==> config.mk <==
export PLATFORM = sky130hd
export DESIGN_NAME = seq_divider_flat
export DESIGN_NICKNAME = d
export VERILOG_FILES = /design/src/rtl/ula_pkg.sv /design/src/rtl/seq_divider_if.sv /design/src/rtl/rippleSubAdder.sv /design/src/rtl/seq_divider.sv /design/src/flat_wrapper.sv
export SDC_FILE = /design/constraint.sdc
export NUM_CORES = 1
export LEC_CHECK = 0
export CAP_MARGIN = 10
export CELL_PAD_IN_SITES_DETAIL_PLACEMENT = 1
export CELL_PAD_IN_SITES_GLOBAL_PLACEMENT = 1
export CORE_UTILIZATION = 40
export CTS_CLUSTER_SIZE = 28
export DETAILED_ROUTE_END_ITERATION = 8
export GPL_TIMING_DRIVEN = 0
export PLACE_DENSITY = 0.76
export SYNTH_ARGS = -nofsm -noshare
export SYNTH_HDL_FRONTEND = slang
export SYNTH_SLANG_ARGS = --single-unit
==> constraint.sdc <==
create_clock -name clk -period 23.1 [get_ports clk]
set_input_delay 4.62 -clock clk [delete_from_list [all_inputs] [get_ports clk]]
set_output_delay 4.62 -clock clk [all_outputs]
set_load 0.01 [all_outputs]
==> src/rtl/ula_pkg.sv <==
// Shared ULA definitions: divider FSM states and a wide two's-complement negation
// that narrower datapaths use by zero-extending their operand and truncating the result.
package ula_pkg;

  localparam int DIV_MAX_W = 128;

  typedef enum logic [2:0] {
    IDLE,
    PREP,
    ITER,
    FIX,
    DONE
  } div_state_t;

  function automatic logic [DIV_MAX_W-1:0] twos_neg(input logic [DIV_MAX_W-1:0] x);
    return ~x + DIV_MAX_W'(1);
  endfunction

endpackage

==> src/rtl/seq_divider_if.sv <==
// Request/response bundle between the datapath (master) and the sequential divider (slave).
interface seq_divider_if #(
  parameter int N = 64
);
  logic         in_valid;
  logic         in_ready;
  logic         op_signed;
  logic [N-1:0] dividend;
  logic [N-1:0] divisor;
  logic         out_valid;
  logic         out_ready;
  logic [N-1:0] quotient;
  logic [N-1:0] remainder;
  logic         busy;

  modport master (
    output in_valid, op_signed, dividend, divisor, out_ready,
    input  in_ready, out_valid, quotient, remainder, busy
  );

  modport slave (
    input  in_valid, op_signed, dividend, divisor, out_ready,
    output in_ready, out_valid, quotient, remainder, busy
  );
endinterface

==> src/rtl/rippleSubAdder.sv <==
// Ripple-carry adder/subtractor: d=1 computes a-b (cout=1 means no borrow), d=0 computes a+b.
module rippleSubAdder #(
  parameter int N = 8
) (
  input  logic [N-1:0] a,
  input  logic [N-1:0] b,
  input  logic         d,
  output logic [N-1:0] s,
  output logic         cout
);

  logic [N-1:0] bx;

  assign bx = b ^ {N{d}};

  always_comb begin
    logic carry;
    s     = '0;
    carry = d;
    for (int i = 0; i < N; i++) begin
      s[i]  = a[i] ^ bx[i] ^ carry;
      carry = (a[i] & bx[i]) | (carry & (a[i] ^ bx[i]));
    end
    cout = carry;
  end

endmodule

==> src/rtl/seq_divider.sv <==
// Restoring divider for DIV/DIVU/REM/REMU, one quotient bit per cycle; result after N+3 cycles
// (2 for divide-by-zero / signed overflow). Result is held with out_valid until out_ready.
module seq_divider
  import ula_pkg::*;
#(
  parameter int N = 64
) (
  input  logic           clk,
  input  logic           reset,
  seq_divider_if.slave   io
);

  localparam int           CNT_W   = $clog2(N);
  localparam logic [N-1:0] INT_MIN = {1'b1, {(N-1){1'b0}}};

  div_state_t   state_q, state_d;
  logic [N-1:0] dvd_q, dvd_d;
  logic [N-1:0] dvs_q, dvs_d;
  logic         sgn_q, sgn_d;
  logic [N-1:0] r_q, r_d;
  logic [N-1:0] q_q, q_d;
  logic [CNT_W-1:0] cnt_q, cnt_d;
  logic         neg_quo_q, neg_quo_d;
  logic         neg_rem_q, neg_rem_d;
  logic [N-1:0] quotient_q, quotient_d;
  logic [N-1:0] remainder_q, remainder_d;
  logic         out_valid_q, out_valid_d;
  logic         busy_q, busy_d;
  logic         in_ready_q, in_ready_d;

  logic [N:0]   trial_t;
  logic [N:0]   add_b;
  logic [N:0]   add_diff;
  logic         add_cout;
  logic [N-1:0] mag_a;
  logic [N-1:0] mag_b;
  logic         unused_diff_msb;

  function automatic logic [N-1:0] neg_n(input logic [N-1:0] x);
    logic [DIV_MAX_W-1:0] wide;
    wide        = '0;
    wide[N-1:0] = x;
    wide        = twos_neg(wide);
    return wide[N-1:0];
  endfunction

  // Partial remainder never reaches 2^N, so the difference MSB carries no information.
  assign trial_t         = {r_q, q_q[N-1]};
  assign add_b           = {1'b0, dvs_q};
  assign unused_diff_msb = add_diff[N];

  rippleSubAdder #(.N(N+1)) u_trial_sub (
    .a    (trial_t),
    .b    (add_b),
    .d    (1'b1),
    .s    (add_diff),
    .cout (add_cout)
  );

  assign mag_a = (sgn_q && dvd_q[N-1]) ? neg_n(dvd_q) : dvd_q;
  assign mag_b = (sgn_q && dvs_q[N-1]) ? neg_n(dvs_q) : dvs_q;

  always_comb begin
    state_d     = state_q;
    dvd_d       = dvd_q;
    dvs_d       = dvs_q;
    sgn_d       = sgn_q;
    r_d         = r_q;
    q_d         = q_q;
    cnt_d       = cnt_q;
    neg_quo_d   = neg_quo_q;
    neg_rem_d   = neg_rem_q;
    quotient_d  = quotient_q;
    remainder_d = remainder_q;

    case (state_q)
      IDLE: begin
        if (io.in_valid) begin
          dvd_d   = io.dividend;
          dvs_d   = io.divisor;
          sgn_d   = io.op_signed;
          state_d = PREP;
        end
      end
      PREP: begin
        r_d       = '0;
        q_d       = mag_a;
        dvs_d     = mag_b;
        cnt_d     = CNT_W'(N - 1);
        neg_quo_d = sgn_q & (dvd_q[N-1] ^ dvs_q[N-1]);
        neg_rem_d = sgn_q & dvd_q[N-1];
        if (dvs_q == '0) begin
          quotient_d  = '1;
          remainder_d = dvd_q;
          state_d     = DONE;
        end else if (sgn_q && dvd_q == INT_MIN && (&dvs_q)) begin
          quotient_d  = dvd_q;
          remainder_d = '0;
          state_d     = DONE;
        end else begin
          state_d = ITER;
        end
      end
      ITER: begin
        if (add_cout) begin
          r_d = add_diff[N-1:0];
          q_d = {q_q[N-2:0], 1'b1};
        end else begin
          r_d = trial_t[N-1:0];
          q_d = {q_q[N-2:0], 1'b0};
        end
        cnt_d = cnt_q - CNT_W'(1);
        if (cnt_q == '0) begin
          state_d = FIX;
        end
      end
      FIX: begin
        quotient_d  = neg_quo_q ? neg_n(q_q) : q_q;
        remainder_d = neg_rem_q ? neg_n(r_q) : r_q;
        state_d     = DONE;
      end
      DONE: begin
        if (io.out_ready) begin
          state_d = IDLE;
        end
      end
      default: state_d = IDLE;
    endcase

    out_valid_d = (state_d == DONE);
    busy_d      = (state_d != IDLE);
    in_ready_d  = (state_d == IDLE);
  end

  always_ff @(posedge clk or posedge reset) begin
    if (reset) begin
      state_q     <= IDLE;
      dvd_q       <= '0;
      dvs_q       <= '0;
      sgn_q       <= 1'b0;
      r_q         <= '0;
      q_q         <= '0;
      cnt_q       <= '0;
      neg_quo_q   <= 1'b0;
      neg_rem_q   <= 1'b0;
      quotient_q  <= '0;
      remainder_q <= '0;
      out_valid_q <= 1'b0;
      busy_q      <= 1'b0;
      in_ready_q  <= 1'b1;
    end else begin
      state_q     <= state_d;
      dvd_q       <= dvd_d;
      dvs_q       <= dvs_d;
      sgn_q       <= sgn_d;
      r_q         <= r_d;
      q_q         <= q_d;
      cnt_q       <= cnt_d;
      neg_quo_q   <= neg_quo_d;
      neg_rem_q   <= neg_rem_d;
      quotient_q  <= quotient_d;
      remainder_q <= remainder_d;
      out_valid_q <= out_valid_d;
      busy_q      <= busy_d;
      in_ready_q  <= in_ready_d;
    end
  end

  assign io.in_ready  = in_ready_q;
  assign io.out_valid = out_valid_q;
  assign io.busy      = busy_q;
  assign io.quotient  = quotient_q;
  assign io.remainder = remainder_q;

endmodule

==> src/flat_wrapper.sv <==
// flat-port wrapper written by rule: the top's interface ports become plain ports
module seq_divider_flat import ula_pkg::*;
#(
  parameter int N = 64
)
  (clk, reset, io_in_valid, io_op_signed, io_dividend, io_divisor, io_out_ready, io_in_ready, io_out_valid, io_quotient, io_remainder, io_busy);
  seq_divider_if #(.N(N)) io_i ();
  input  logic clk;
  input  logic reset;
  input wire logic [$bits(io_i.in_valid)-1:0] io_in_valid;
  input wire logic [$bits(io_i.op_signed)-1:0] io_op_signed;
  input wire logic [$bits(io_i.dividend)-1:0] io_dividend;
  input wire logic [$bits(io_i.divisor)-1:0] io_divisor;
  input wire logic [$bits(io_i.out_ready)-1:0] io_out_ready;
  output wire logic [$bits(io_i.in_ready)-1:0] io_in_ready;
  output wire logic [$bits(io_i.out_valid)-1:0] io_out_valid;
  output wire logic [$bits(io_i.quotient)-1:0] io_quotient;
  output wire logic [$bits(io_i.remainder)-1:0] io_remainder;
  output wire logic [$bits(io_i.busy)-1:0] io_busy;
  assign io_i.in_valid = io_in_valid;
  assign io_i.op_signed = io_op_signed;
  assign io_i.dividend = io_dividend;
  assign io_i.divisor = io_divisor;
  assign io_i.out_ready = io_out_ready;
  assign io_in_ready = io_i.in_ready;
  assign io_out_valid = io_i.out_valid;
  assign io_quotient = io_i.quotient;
  assign io_remainder = io_i.remainder;
  assign io_busy = io_i.busy;
  seq_divider #(.N(N)) u_core (.clk(clk), .reset(reset), .io(io_i));
endmodule
======== After elaboration in Yosys (flattened, before gate mapping) ========
Cells that the tools add are included.
W data, S select, Z words.
storage, ports and cells
  register bits after elaboration ......... 399
  input port bits ......................... 133
  output and inout bits ................... 131
  logic and storage cells ................. 398
cells by class
  $add $sub $neg .......................... 5
  equality and inequality tests ........... 9
  mux-type cells .......................... 23
  bitwise logic cells ..................... 331
  reduce and logical (&&, ||, !) cells .... 16
operator list
  operator                 number
  $mux W64                 10
  $pmux W64 S2             5
  $add A64 B1 Y64 const B  4
  $not A64 Y64             4
  $and A1 B1 Y1            131
  $xor A1 B1 Y1            129
  $not A64 Y65             1
  $or A1 B1 Y1             65
  $eq A64 B64 Y1 const B   1
  $logic_not A64 Y1        1
  $reduce_and A64 Y1       1
  $mux W3                  5
  $pmux W3 S5              1
  $pmux W6 S2              1
  $eq A3 B2 Y1 const B     2
  $eq A3 B3 Y1 const B     2
  $logic_not A3 Y1         2
  $logic_not A6 Y1         1
  $reduce_bool A2 Y1       3
  $sub A6 B1 Y6 const B    1
  $logic_and A1 B1 Y1      4
  $reduce_and A2 Y1        2
  $eq A3 B1 Y1 const B     1
  $ne A3 B1 Y1 const B     1
  6 further kinds          6

======== Depth between registers and ports, before layout ========
  depth after elaboration ................. 133
  mapped depth ............................ 76
  mapped depth without buffers ............ 74

======== Modules after synthesis ========
A second synthesis with hierarchy kept.
unflattened totals
  cell total of the unflattened synthesis .. 2836
  area, all modules ....................... 24972.7 µm²
by module, submodules not included
  module          times used  cells each  area each (µm²)  sequential area each (µm²)
  seq_divider     1           2572        22566.6          9985.8
  rippleSubAdder  1           264         2406.1           0.0

======== Least setup slack after synthesis ========
OpenSTA, ideal clock, no wires.
  path type ............................... register to register
  from .................................... reg u_core.q_q[63]
  to ...................................... reg u_core.r_q[45]
  setup time .............................. 0.136 ns
  data arrival time ....................... 25.442 ns
  data required time ...................... 22.964 ns
  setup slack ............................. -2.478 ns
  stages on the path, launching flop included .. 76
  buffers on the path ..................... 2
  period minus slack after synthesis ...... 25.578 ns
  cells stage by stage .................... dfrtp_1 -> inv_1 -> ha_1 -> inv_1 -> fa_1 -> inv_1 -> fa_1 -> inv_1 -> fa_1 -> fa_1 -> fa_1 -> fa_1 -> fa_1 -> inv_1 -> fa_1 -> fa_1 -> inv_1 -> fa_1 -> [... 40 more ...] -> fa_1 -> fa_1 -> fa_1 -> fa_1 -> fa_1 -> fa_1 -> fa_1 -> fa_1 -> fa_1 -> fa_1 -> fa_1 -> fa_1 -> fa_1 -> nor2_1 -> clkbuf_1 -> buf_1 -> mux2i_1 -> o21ai_0
on the way
  cells in the longest elaborated chain, start to end .. 132
  elaborated cells between the ends (all ways) .. 134
  those cells by class .................... mux (2); bitwise (132)
RTL lines
  what                                                   RTL line              text
  start: declaration                                     seq_divider.sv:21     logic [N-1:0] q_q, q_d;
  start signal: assignment                               seq_divider.sv:157    q_q <= q_d;
  $and A1 B1 Y1 / $xor A1 B1 Y1 (equally long branches)  rippleSubAdder.sv:22  carry = (a[i] & bx[i]) | (carry & (a[i] ^ bx[i]));
  $or A1 B1 Y1 *                                         rippleSubAdder.sv:22
  $and A1 B1 Y1 *                                        rippleSubAdder.sv:22
  $or A1 B1 Y1 *                                         rippleSubAdder.sv:22
  $and A1 B1 Y1 *                                        rippleSubAdder.sv:22
  $or A1 B1 Y1 *                                         rippleSubAdder.sv:22
  $and A1 B1 Y1 *                                        rippleSubAdder.sv:22
  $or A1 B1 Y1 *                                         rippleSubAdder.sv:22
  [... 116 more ...]                                     --
  $and A1 B1 Y1                                          rippleSubAdder.sv:22
  $or A1 B1 Y1                                           rippleSubAdder.sv:22
  $and A1 B1 Y1                                          rippleSubAdder.sv:22
  $or A1 B1 Y1                                           rippleSubAdder.sv:22
  $and A1 B1 Y1                                          rippleSubAdder.sv:22
  $or A1 B1 Y1                                           rippleSubAdder.sv:22
  $mux W64 *                                             seq_divider.sv:105    if (add_cout) begin
  $pmux W64 S2 *                                         seq_divider.sv:76     case (state_q)
  end signal: assignment                                 seq_divider.sv:156    r_q <= r_d;
  end: declaration                                       seq_divider.sv:20     logic [N-1:0] r_q, r_d;
Mark *: on every way between the ends. The rest lies on a longest branch, timed or not.
A chain may end at the register's enable or synchronous reset.

======== Final worst setup path ========
  from .................................... reg u_core.q_q[63]
  to ...................................... reg u_core.r_q[41]
on the way
  cells in the longest elaborated chain, start to end .. 132
  elaborated cells between the ends (all ways) .. 134
  those cells by class .................... mux (2); bitwise (132)
RTL lines
  what                                                   RTL line
  $and A1 B1 Y1 / $xor A1 B1 Y1 (equally long branches)  rippleSubAdder.sv:22
  $or A1 B1 Y1 *                                         rippleSubAdder.sv:22
  $and A1 B1 Y1 *                                        rippleSubAdder.sv:22
  $or A1 B1 Y1 *                                         rippleSubAdder.sv:22
  $and A1 B1 Y1 *                                        rippleSubAdder.sv:22
  $or A1 B1 Y1 *                                         rippleSubAdder.sv:22
  $and A1 B1 Y1 *                                        rippleSubAdder.sv:22
  $or A1 B1 Y1 *                                         rippleSubAdder.sv:22
  [... 116 more ...]                                     --
  $and A1 B1 Y1                                          rippleSubAdder.sv:22
  $or A1 B1 Y1                                           rippleSubAdder.sv:22
  $and A1 B1 Y1                                          rippleSubAdder.sv:22
  $or A1 B1 Y1                                           rippleSubAdder.sv:22
  $and A1 B1 Y1                                          rippleSubAdder.sv:22
  $or A1 B1 Y1                                           rippleSubAdder.sv:22
  $mux W64 *                                             seq_divider.sv:105
  $pmux W64 S2 *                                         seq_divider.sv:76
Marked as above.

==> impl_results.md <==
- CP endpoint kind: register
- Nets: approximately 3200
- Vias/cell: roughly 6.2
- Post-Syn Nets: approximately 2800
- Tightest Pin Transition: between 1 and 1.5 ns
- Synthesized area: between 20000 and 25000 sq um
- Crit path required time: 23.56 ns
- PwrDens: 150 nW/um^2
- Async S/R FF share, synth: 100%
- Gate count of the mapped netlist: about 2600
- Top_reg_cell synth: dfrtp_1
- Clock buffer depth: 3
- Detailed Routing Iterations Pass 1: 6
- CTS tree: yes
- Dominant cells by area after synthesis: dfrtp_1, fa_1, o21ai_0
- GRT Total Usage: 33.9%
- Peak supply drop: approximately 65 uV
- Vias post-DR: 23400
- # Max-Cap Violations: 0
- Tmin final: between 20 and 25 ns
- Setup Skew: ~0.030 ns
- Final worst setup slack: -0.539 ns
- PortBufs: about 260
- Largest stage delay, worst path: between 0.4 and 0.5 ns
- Cell variety after synth: just under 80
- Post-synth EDFFs: 0
- Outcome: finished, violations left
- Final period util: 102%
- Post-synth top area share: 41.1%
- DP HPWL: roughly 81 mm
- Final Util: ~51%
- Most used cell, CP: fa_2
- Worst path buffer plus inverter count: 9
- Die area: between 60000 and 70000 sq um
- Unrepaired setup endpoints after global routing: yes
- Total power: roughly 4.6 mW
- Crit path max-delay family: adder cells
- Cts bufs inserted: 48
- Largest net degree at the start of global routing: 98
- Clock Latency Late Sink: about 0.63 ns
- LEAKAGE: ~12 nW
- Sequential share of the synthesized area: 41.2%
- Multi-input gate area: ~13000 sq um
- Max-slew headroom: a little over a fifth
- Drt drc: 0
- IO Pins: around 260
- Synth-to-Final Area Change: 25.0%
- Drt wl/cell: about 28 um
- Max-slew violation count: 0
- Post-cts hold buffer count: 0
- Number of synthesized register bits: approximately 400
- Metal3 WL: 6.34 mm
- Final ANT Viol Nets: 0
- Sequential cell area: approximately 10000 sq um
- Hold Crit Class: reg -> reg
- Critical path arrival: ~24 ns
- CP startpoint kind: register
- First-pass GRT wire length: 156 mm
- 1st-iter DRT viols: around 1900
- Die X: 248 um
- Overflow left after global routing: 0
- FP Rows: between 80 and 90
- Met1 wire length: 42.7 mm
- # fillers: 6713
- Mean Syn Cell Area: 9.25 sq um
- ANT cells: 0
- Die height: between 200 and 250 um
- Setup WS pre-CTS: -1.48 ns
- Metal2 WL: 50.5 mm
- Leading area contributor after synthesis: dfrtp_1
- Routability cong.: 1.01
- Post-Route WL: approximately 110 mm
- Violated checks: negative setup slack
- Effective utilization at floorplan: 40.8%
- Vias in the first global route: roughly 24000
- Highest Signal Layer: met4
- Fin. Hold Viols: 0
- Core area: between 50000 and 60000 sq um
- CTS Sinks: ~400
- Htree depth: 2
- WS Path Type: reg -> reg
- Cell area after layout: roughly 30000 sq um
- Yosys warnings: 0
- Crit path max fanout: 5
- Clock-pin slew on the worst setup and hold paths: around 0.06 ns
- Root Buffer: clkbuf_16
- Finish-stage setup viols: 65
- Maximum clock rate: around 0.042 GHz
- DP Area: 28100 sq um
- Slowest-stage cell, CP: dfrtp_2
- Initial antenna violation count: 0
- Layout cells sized above 1: 10.4%
metrics by stage:
stage | std cells | TNS (ns) | hold WS [ns]
2_1_floorplan | 2621 | 0 | 0.446
3_3_place_gp | 3657 | -74.87 | 0.456
3_5_place_dp | 3661 | -89.97 | 0.466
4_1_cts | 3760 | -25.92 | 0.479
5_1_grt | 3764 | -62.18 | 0.504
6_report | 3764 | -27.90 | 0.473
cell families after synthesis:
group	synth area share (%)
multiplexers	5.40
flip-flops	41.2
AND/OR/NAND/NOR	15.8
AO/OA/AOI/OAI	20.9
adder cells (fa/ha/maj)	5.61
buffers and inverters	4.81
XOR/XNOR	6.28
what timing repair did:
item | in CTS | in global routing
gates cloned | 2 | 4
gates resized for setup | 103 | 25
pin swaps | 5 | 7
buffers inserted | 8 | 0
endpoints found under the setup margin | 65 | 65
cell usage after synthesis (6+ instances only):
library cell    n
fa_1           63
inv_1          86
xor2_1         74
xnor2_1       100
buf_2          18
nand3_1        28
o41ai_1        34
o22ai_1        67
a221oi_1       11
a211oi_1       16
a2bb2oi_1      11
nand4b_1        6
ha_1            8
buf_1          17
o21ai_0       235
and4_1          8
nor2_1        213
clkbuf_1      167
and2_1          9
a221oi_2       13
nor3_1         66
mux2_2         62
o211ai_1       18
a22o_1          8
or2_2           7
nand2_1       221
mux2i_1        61
o21a_1         16
or4_1          36
a31oi_1        36
a21oi_1       152
dfrtp_1       398
or3_1          19
a22oi_1        63
nor4_1         50
a221o_1        18
nand2b_1       16
o211a_1         6
nand4_1        48
and3_1         14
o31ai_1        48
sequential cells by signal, summed over array words and instances (netlist names):
| signal | flops |
|---|---|
| u_core.io.busy | 1 |
| u_core.state_q | 3 |
| u_core.q_q | 64 |
| u_core.io.out_valid | 1 |
| u_core.io.quotient | 64 |
| u_core.dvd_q | 64 |
| u_core.dvs_q | 64 |
| u_core.io.remainder | 64 |
| u_core.r_q | 64 |
| u_core.neg_quo_q | 1 |
| u_core.cnt_q | 6 |
| u_core.sgn_q | 1 |
| u_core.neg_rem_q | 1 |
| u_core.io.in_ready | 1 |
worst register-to-register path: cells and delay by family, from the launching register on:
family | cells | cell delay [ns]
muxes | 1 | 0.22
DFF | 1 | 0.47
and+or+nand+nor | 1 | 0.19
buffers and inverters | 9 | 0.79
adders and majority gates | 64 | 21.75
AOI/OAI and AO/OA | 1 | 0.11
cell usage in the layout, fill, tap and decap left out, types with 18 or more instances in the layout:
master,instances
dfrtp_1,396
clkdlybuf4s50_1,263
nand2_1,221
nor2_1,212
o21ai_0,177
clkbuf_1,170
a21oi_1,152
xnor2_1,100
inv_1,81
xor2_1,74
o22ai_1,67
nor3_1,66
a22oi_1,63
mux2_2,62
fa_2,62
o21ai_1,60
clkbuf_16,55
nor4_1,50
mux2i_1,48
o31ai_1,48
nand4_1,48
or4_1,36
a31oi_1,36
o41ai_1,34
nand3_1,28
or3_1,19
a221o_1,18
buf_2,18
o211ai_1,18
metal layers:
layer | GRT usage, % | vias to the layer above
met3 | 4.90 | 267
met2 | 56.5 | 955
li1 | - | 10300
met5 | 0 | -
met4 | 16.6 | 0
met1 | 43.1 | 11900
final cells by class:
type	instances	area share [%]
multi-input cells	1926	44.0
flip-flops and latches	399	32.9
repair buffers	281	9.78
clock buffers	71	4.71
plain buffers	210	3.26
well taps	773	3.19
inverters	86	1.10
clock inverters	18	1.01
final timing paths:
kind | startpoint | end | slack, ns | cells after the start
worst min register to register | u_core.io.quotient[21]$_DFFE_PP0P_ | u_core.io.quotient[21]$_DFFE_PP0P_ | 0.47 | 2
worst max-delay path | u_core.q_q[63]$_DFFE_PP0P_ | u_core.r_q[41]$_DFFE_PP0P_ | -0.54 | 76
min in group asynchronous | reset | u_core.dvd_q[63]$_DFFE_PP0P_ | 4.44 | 2
worst min-delay path | u_core.io.quotient[21]$_DFFE_PP0P_ | u_core.io.quotient[21]$_DFFE_PP0P_ | 0.47 | 2
max in group asynchronous | reset | u_core.io.quotient[59]$_DFFE_PP0P_ | 17.35 | 4
worst max register to register | u_core.q_q[63]$_DFFE_PP0P_ | u_core.r_q[41]$_DFFE_PP0P_ | -0.54 | 76
where the power goes:
part | leakage (nW) | internal [mW] | switching [mW]
logic | 6.50 | 0.882 | 1.39
registers | 4.92 | 0.990 | 0.451
clock network | 0.839 | 0.508 | 0.333
Power figures use the tool's default switching activity.
